File: src/rtl/multdiv_issue_ctrl.sv
// Issue/writeback controller for the execute-stage multiplier and divider.
// Latches one MULT or DIV request and issues a one-cycle start pulse. It then
// stalls the pipeline until the selected unit reports ready or the operation
// times out, and finally presents a single writeback beat.
module multdiv_issue_ctrl #(
    parameter int TIMEOUT       = 48,
    parameter int RSTATUS_REG   = 30,
    parameter int MULT_EXC_CODE = 4,
    parameter int DIV_EXC_CODE  = 5
) (
    input  logic        clock,
    input  logic        reset,
    input  logic        in_valid,
    input  logic        in_op_mult,
    input  logic        in_op_div,
    input  logic [31:0] in_operandA,
    input  logic [31:0] in_operandB,
    input  logic [4:0]  in_rd,
    input  logic        flush,
    output logic [31:0] md_operandA,
    output logic [31:0] md_operandB,
    output logic        ctrl_MULT,
    output logic        ctrl_DIV,
    input  logic [31:0] md_result,
    input  logic        md_exception,
    input  logic        md_resultRDY,
    output logic        stall,
    output logic        wb_valid,
    output logic [4:0]  wb_rd,
    output logic [31:0] wb_data,
    output logic        wb_exception
);

    localparam int CNT_W = $clog2(TIMEOUT) + 1;

    typedef enum logic [1:0] {
        IDLE  = 2'd0,
        START = 2'd1,
        BUSY  = 2'd2,
        DONE  = 2'd3
    } state_t;

    state_t             state;
    state_t             next_state;
    logic               accept;
    logic               op_div_q;
    logic [4:0]         rd_q;
    logic [CNT_W-1:0]   busy_count;
    logic               finish;
    logic               finish_exc;

    // A request is taken only when the controller is free (IDLE or the final
    // DONE beat), carries exactly one op bit, and is not being flushed.
    assign accept = in_valid & (in_op_mult ^ in_op_div) & ~flush &
                    ((state == IDLE) | (state == DONE));

    // State register; reset returns to IDLE immediately.
    always_ff @(posedge clock or posedge reset) begin
        if (reset) begin
            state <= IDLE;
        end else begin
            state <= next_state;
        end
    end

    // Next-state logic. Flush wins over everything; RDY is only honoured in
    // BUSY because the unit's ready can be stale or combinational in START.
    always_comb begin
        next_state = state;
        finish     = 1'b0;
        finish_exc = 1'b0;
        if (flush) begin
            next_state = IDLE;
        end else begin
            case (state)
                IDLE: begin
                    if (accept) next_state = START;
                end
                START: begin
                    next_state = BUSY;
                end
                BUSY: begin
                    if (md_resultRDY) begin
                        next_state = DONE;
                        finish     = 1'b1;
                        finish_exc = md_exception;
                    end else if (busy_count == CNT_W'(TIMEOUT - 1)) begin
                        next_state = DONE;
                        finish     = 1'b1;
                        finish_exc = 1'b1;
                    end
                end
                DONE: begin
                    next_state = accept ? START : IDLE;
                end
                default: begin
                    next_state = IDLE;
                end
            endcase
        end
    end

    // Start pulses and pipeline stall derived from the current state.
    always_comb begin
        ctrl_MULT = (state == START) & ~op_div_q & ~flush;
        ctrl_DIV  = (state == START) &  op_div_q & ~flush;
        stall     = (state == START) | (state == BUSY) | accept;
    end

    // Request registers change only on accept, so the units see stable
    // operands from START through DONE, and a flush leaves them untouched.
    always_ff @(posedge clock or posedge reset) begin
        if (reset) begin
            md_operandA <= '0;
            md_operandB <= '0;
            rd_q        <= '0;
            op_div_q    <= 1'b0;
        end else if (accept) begin
            md_operandA <= in_operandA;
            md_operandB <= in_operandB;
            rd_q        <= in_rd;
            op_div_q    <= in_op_div;
        end
    end

    // BUSY cycle counter, cleared in START so the first BUSY cycle reads 0.
    always_ff @(posedge clock or posedge reset) begin
        if (reset) begin
            busy_count <= '0;
        end else if (state == START) begin
            busy_count <= '0;
        end else if (state == BUSY) begin
            busy_count <= busy_count + CNT_W'(1);
        end
    end

    // Writeback beat is registered on the BUSY->DONE transition and is zero
    // in every other cycle; exceptions redirect to the status register.
    always_ff @(posedge clock or posedge reset) begin
        if (reset) begin
            wb_valid     <= 1'b0;
            wb_rd        <= '0;
            wb_data      <= '0;
            wb_exception <= 1'b0;
        end else if (finish) begin
            wb_valid <= 1'b1;
            if (finish_exc) begin
                wb_rd        <= 5'(RSTATUS_REG);
                wb_data      <= op_div_q ? 32'(DIV_EXC_CODE) : 32'(MULT_EXC_CODE);
                wb_exception <= 1'b1;
            end else begin
                wb_rd        <= rd_q;
                wb_data      <= md_result;
                wb_exception <= 1'b0;
            end
        end else begin
            wb_valid     <= 1'b0;
            wb_rd        <= '0;
            wb_data      <= '0;
            wb_exception <= 1'b0;
        end
    end

endmodule

File: config.mk
export PLATFORM = sky130hd
export DESIGN_NAME = multdiv_issue_ctrl
export DESIGN_NICKNAME = d
export VERILOG_FILES = /design/src/rtl/multdiv_issue_ctrl.sv
export SDC_FILE = /design/constraint.sdc
export NUM_CORES = 1
export LEC_CHECK = 0
export ABC_AREA = 0
export CAP_MARGIN = 20
export CORE_MARGIN = 2
export CORE_UTILIZATION = 56
export CTS_CLUSTER_DIAMETER = 200
export DETAILED_ROUTE_END_ITERATION = 12
export DONT_BUFFER_PORTS = 1
export PLACE_DENSITY = 0.74
export SYNTH_ARGS = -nofsm -noshare
export SYNTH_HDL_FRONTEND = slang
export SYNTH_SLANG_ARGS = --single-unit
File: constraint.sdc
create_clock -name clock -period 3.8 [get_ports clock]
set_input_delay 0.76 -clock clock [delete_from_list [all_inputs] [get_ports clock]]
set_output_delay 0.76 -clock clock [all_outputs]
set_load 0.02 [all_outputs]
==> flow_summary.rst <==
.. list-table::
   :header-rows: 1

   * - Metric
     - Value
   * - Number of antenna violations at the first check in global routing
     - 0
   * - Routability congestion estimate from global placement
     - 0.761
   * - Count of state elements after synthesis
     - 118
   * - Area Growth Syn to Fin
     - 14.1%
   * - Aggregate global routing overflow
     - 0
   * - Unrepaired setup endpoints after global routing
     - false
   * - Library cell occupying the most area in the post-synthesis netlist
     - sky130_fd_sc_hd__dfrtp_1
   * - Total instance count after detailed placement
     - 395
   * - Combinational share of power
     - 0.141
   * - Sequence of cells on the critical path
     - inv_1, ha_1, nor2_1, nand3_4, nand2b_1
   * - Launching element type of the critical path
     - flop
   * - Vias per cell
     - 5.41
   * - Hold/Removal Path Class
     - in2async
   * - Clock slew seen by the registers of the worst setup and hold paths
     - 60 ps
   * - Endpoint kind of the worst setup timing path
     - output pin
   * - Placement Cell Area
     - 4570 um2
   * - Area share of the largest cell type after synthesis
     - 0.657
   * - Clock buffer count from CTS
     - 17
   * - Cell types with the largest area share after synthesis
     - sky130_fd_sc_hd__dfrtp_1, sky130_fd_sc_hd__mux2_2, sky130_fd_sc_hd__and2_1
   * - Beginning of the worst register-to-register path
     - state[1]
   * - Clock Latency Late Sink
     - 500 ps
   * - Post-route DRC violation count
     - 0
   * - Number of setup violations in the final report
     - 0
   * - Share of total power consumed by net switching
     - 0.351
   * - Io pins
     - 215
   * - Clock network fraction of design power
     - 0.325
   * - CTS tree
     - built
   * - 1st-pass router iterations
     - 4
   * - Leakage power total
     - 2.38 nW
   * - Internal power
     - 2.92 mW
   * - Final hold violations
     - 0
   * - Seq/Total Area, Yosys
     - 0.657
   * - Setup_tns
     - 0 ps
   * - Layout cells sized above 1
     - 0.308
   * - Maximum number of pins on one net before global-route repair
     - 119
   * - Slowest cell delay on critical path
     - 460 ps
   * - Number of standard cells after synthesis
     - 303
   * - Commonest non-fill, non-tap cells in the layout
     - sky130_fd_sc_hd__dfrtp_1, sky130_fd_sc_hd__mux2_2, sky130_fd_sc_hd__and2_1
   * - Syn. warnings
     - 0
   * - Proportion of power drawn by flip-flops and latches
     - 0.534
   * - Crit path max fanout
     - 27
   * - Aggregate routed wire length
     - 8420 um
   * - Die X
     - 93.6 um
   * - Mean Syn Cell Area
     - 14.8 um2
   * - Initial core utilization
     - 0.579
   * - Max Cap Violations
     - 0
   * - Required arrival time at the worst endpoint
     - 3040 ps
   * - Number of distinct library cells after synthesis
     - 31
   * - Post-CTS setup buffers
     - 0
   * - Final Non-Filler Cells
     - 427
   * - Shortest period the worst path allows
     - 3240 ps
   * - DRT antenna net count
     - 0
   * - Clock root buffer master
     - sky130_fd_sc_hd__clkbuf_8
   * - Worst path slowest cell
     - sky130_fd_sc_hd__ha_1
   * - Post-CTS sizing
     - 0
   * - Worst R2R Path Depth
     - 6
   * - Power spent charging and discharging nets
     - 1.58 mW
   * - PD cells
     - 878 nW/um2
   * - DRC violation total after the first TritonRoute iteration
     - 115
   * - Clk_skew
     - 6.14 ps
   * - Number of global-route vias before repair
     - 2525
   * - Maximum level of the CTS H-tree
     - 4
   * - Number of nets in the final layout
     - 426
   * - Maximum VDD drop
     - 0.347 mV
   * - Register-to-register setup slack
     - 1170 ps
   * - Share of async-settable or async-resettable flops after synthesis
     - 1.00
   * - Arrival time of the worst setup path
     - 2480 ps
   * - Number of nets in the synthesized netlist
     - 417
   * - Clock buffer depth
     - 2
   * - Outcome
     - finished, final reports clean
   * - Antenna Diode Count
     - 0
   * - Cell area after synthesis
     - 4500 um2
   * - Count of clock tree sinks
     - 118
   * - Number of hold buffers added after CTS
     - 0
   * - Full die area
     - 8760 um2
   * - Total core area
     - 7770 um2
   * - Global-route wire length before repair
     - 12800 um
   * - Layout Cell Area excl Fill
     - 5130 um2
   * - Total half-perimeter wirelength after legalization and detailed placement
     - 5950 um
   * - Worst slew margin relative to its limit
     - 0.500
   * - Number of buffers inserted by port buffering
     - 0
   * - Highest clock frequency the design can meet
     - 308 MHz
   * - Worst r2r dst
     - md_operandA[23]
   * - EDFF count, synth
     - 0
   * - Post-route fraction of the period consumed by the critical path
     - 0.853
   * - Slew @ Worst Pin
     - 749 ps
   * - Die outline height
     - 93.6 um
   * - Total via count after detailed routing
     - 2308
   * - Average wire length per cell after detail routing
     - 19.7 um
   * - Main synth FF type
     - sky130_fd_sc_hd__dfrtp_1
   * - All-layer global routing usage
     - 0.199
   * - Max-slew violation count
     - 0
   * - Most common library cell in the layout ignoring fill and taps
     - sky130_fd_sc_hd__dfrtp_1
   * - Std cell rows
     - 32
   * - Hold Worst Slack
     - 317 ps
   * - Layout Utilization
     - 0.661
   * - Crit path kind
     - reg2out
-- synth_stat cells (2+ instances only) --
cell and count:
sky130_fd_sc_hd__dfrtp_1 118, sky130_fd_sc_hd__mux2_2 62, sky130_fd_sc_hd__and2_1 31, sky130_fd_sc_hd__o21ai_0 8, sky130_fd_sc_hd__inv_1 7, sky130_fd_sc_hd__mux2_1 7
sky130_fd_sc_hd__nand2_1 7, sky130_fd_sc_hd__mux2i_1 6, sky130_fd_sc_hd__nand2b_1 6, sky130_fd_sc_hd__nor2_1 6, sky130_fd_sc_hd__clkbuf_1 5, sky130_fd_sc_hd__ha_1 5
sky130_fd_sc_hd__o21a_1 5, sky130_fd_sc_hd__buf_6 4, sky130_fd_sc_hd__nor2b_1 4, sky130_fd_sc_hd__and3_1 3, sky130_fd_sc_hd__buf_4 3, sky130_fd_sc_hd__nand3_1 2
sky130_fd_sc_hd__o22ai_1 2
-- how the worst max path moves through the flow --
stage,from,endpoint,slack (ps)
floorplan,state[0],stall,1520
global placement,state[0],stall,1140
detailed placement,state[0],stall,1060
CTS,state[0],stall,510
global route,state[1],stall,340
finish,state[0],stall,560
-- stage by stage --
step           worst slack, ps  total power, mW
2_1_floorplan             1520             2.90
3_3_place_gp              1140             3.03
3_5_place_dp              1060             3.08
4_1_cts                    510             4.56
5_1_grt                    338             4.74
6_report                   557             4.51
-- area by class of cell --
| class | count | area, um2 |
|---|---|---|
| Multi-Input combinational cell | 165 | 1430 |
| Inverter | 7 | 30.0 |
| Fill cell | 560 | 2640 |
| Clock buffer | 17 | 414 |
| Tap cell | 102 | 128 |
| Sequential cell | 118 | 2950 |
| Timing Repair Buffer | 3 | 35.0 |
| Clock inverter | 15 | 146 |
-- per-layer routing --
metal / track usage / vias to the layer above / wire length, um / share of wire
met3: 0.117 / 14 / 1100 / 0.13
met2: 0.312 / 156 / 4060 / 0.48
met5: 0 / - / 0 / 0
met4: 0.0773 / 0 / 166 / 0.020
met1: 0.224 / 1093 / 3100 / 0.37
li1: - / 1045 / - / -
-- registers in the layout, indices dropped and copies added, names as in the netlist --
register and cells:
md_operandB 32, wb_valid 1, op_div_q 1, wb_rd 5
state 2, wb_data 32, rd_q 5, md_operandA 32
wb_exception 1, busy_count 7
-- cells by family after synthesis --
| family | synth area share |
|---|---|
| xor gates and xnor gates | 0.00195 |
| and+or+nand+nor | 0.0818 |
| buffers and inverters | 0.0262 |
| muxes | 0.186 |
| DFF | 0.657 |
| AOI/OAI and AO/OA | 0.0331 |
| adders and majority gates | 0.0139 |
-- power by group through the flow --
stage	combinational [mW]	sequential, mW	clock (mW)
after floorplan	0.569	2.33	0
after global placement	0.609	2.42	0
after detailed placement	0.648	2.43	0
after CTS	0.651	2.42	1.49
after global routing	0.712	2.46	1.56
final	0.635	2.41	1.46
-- critical path: cells and delay by family, from the launching register on --
kind	cells	cell delay, ps
AND/OR/NAND/NOR	3	1040
flip-flops	1	390
adder cells (fa/ha/maj)	1	460
buffers and inverters	1	100
No activity file was read; power rests on OpenSTA's default activity.
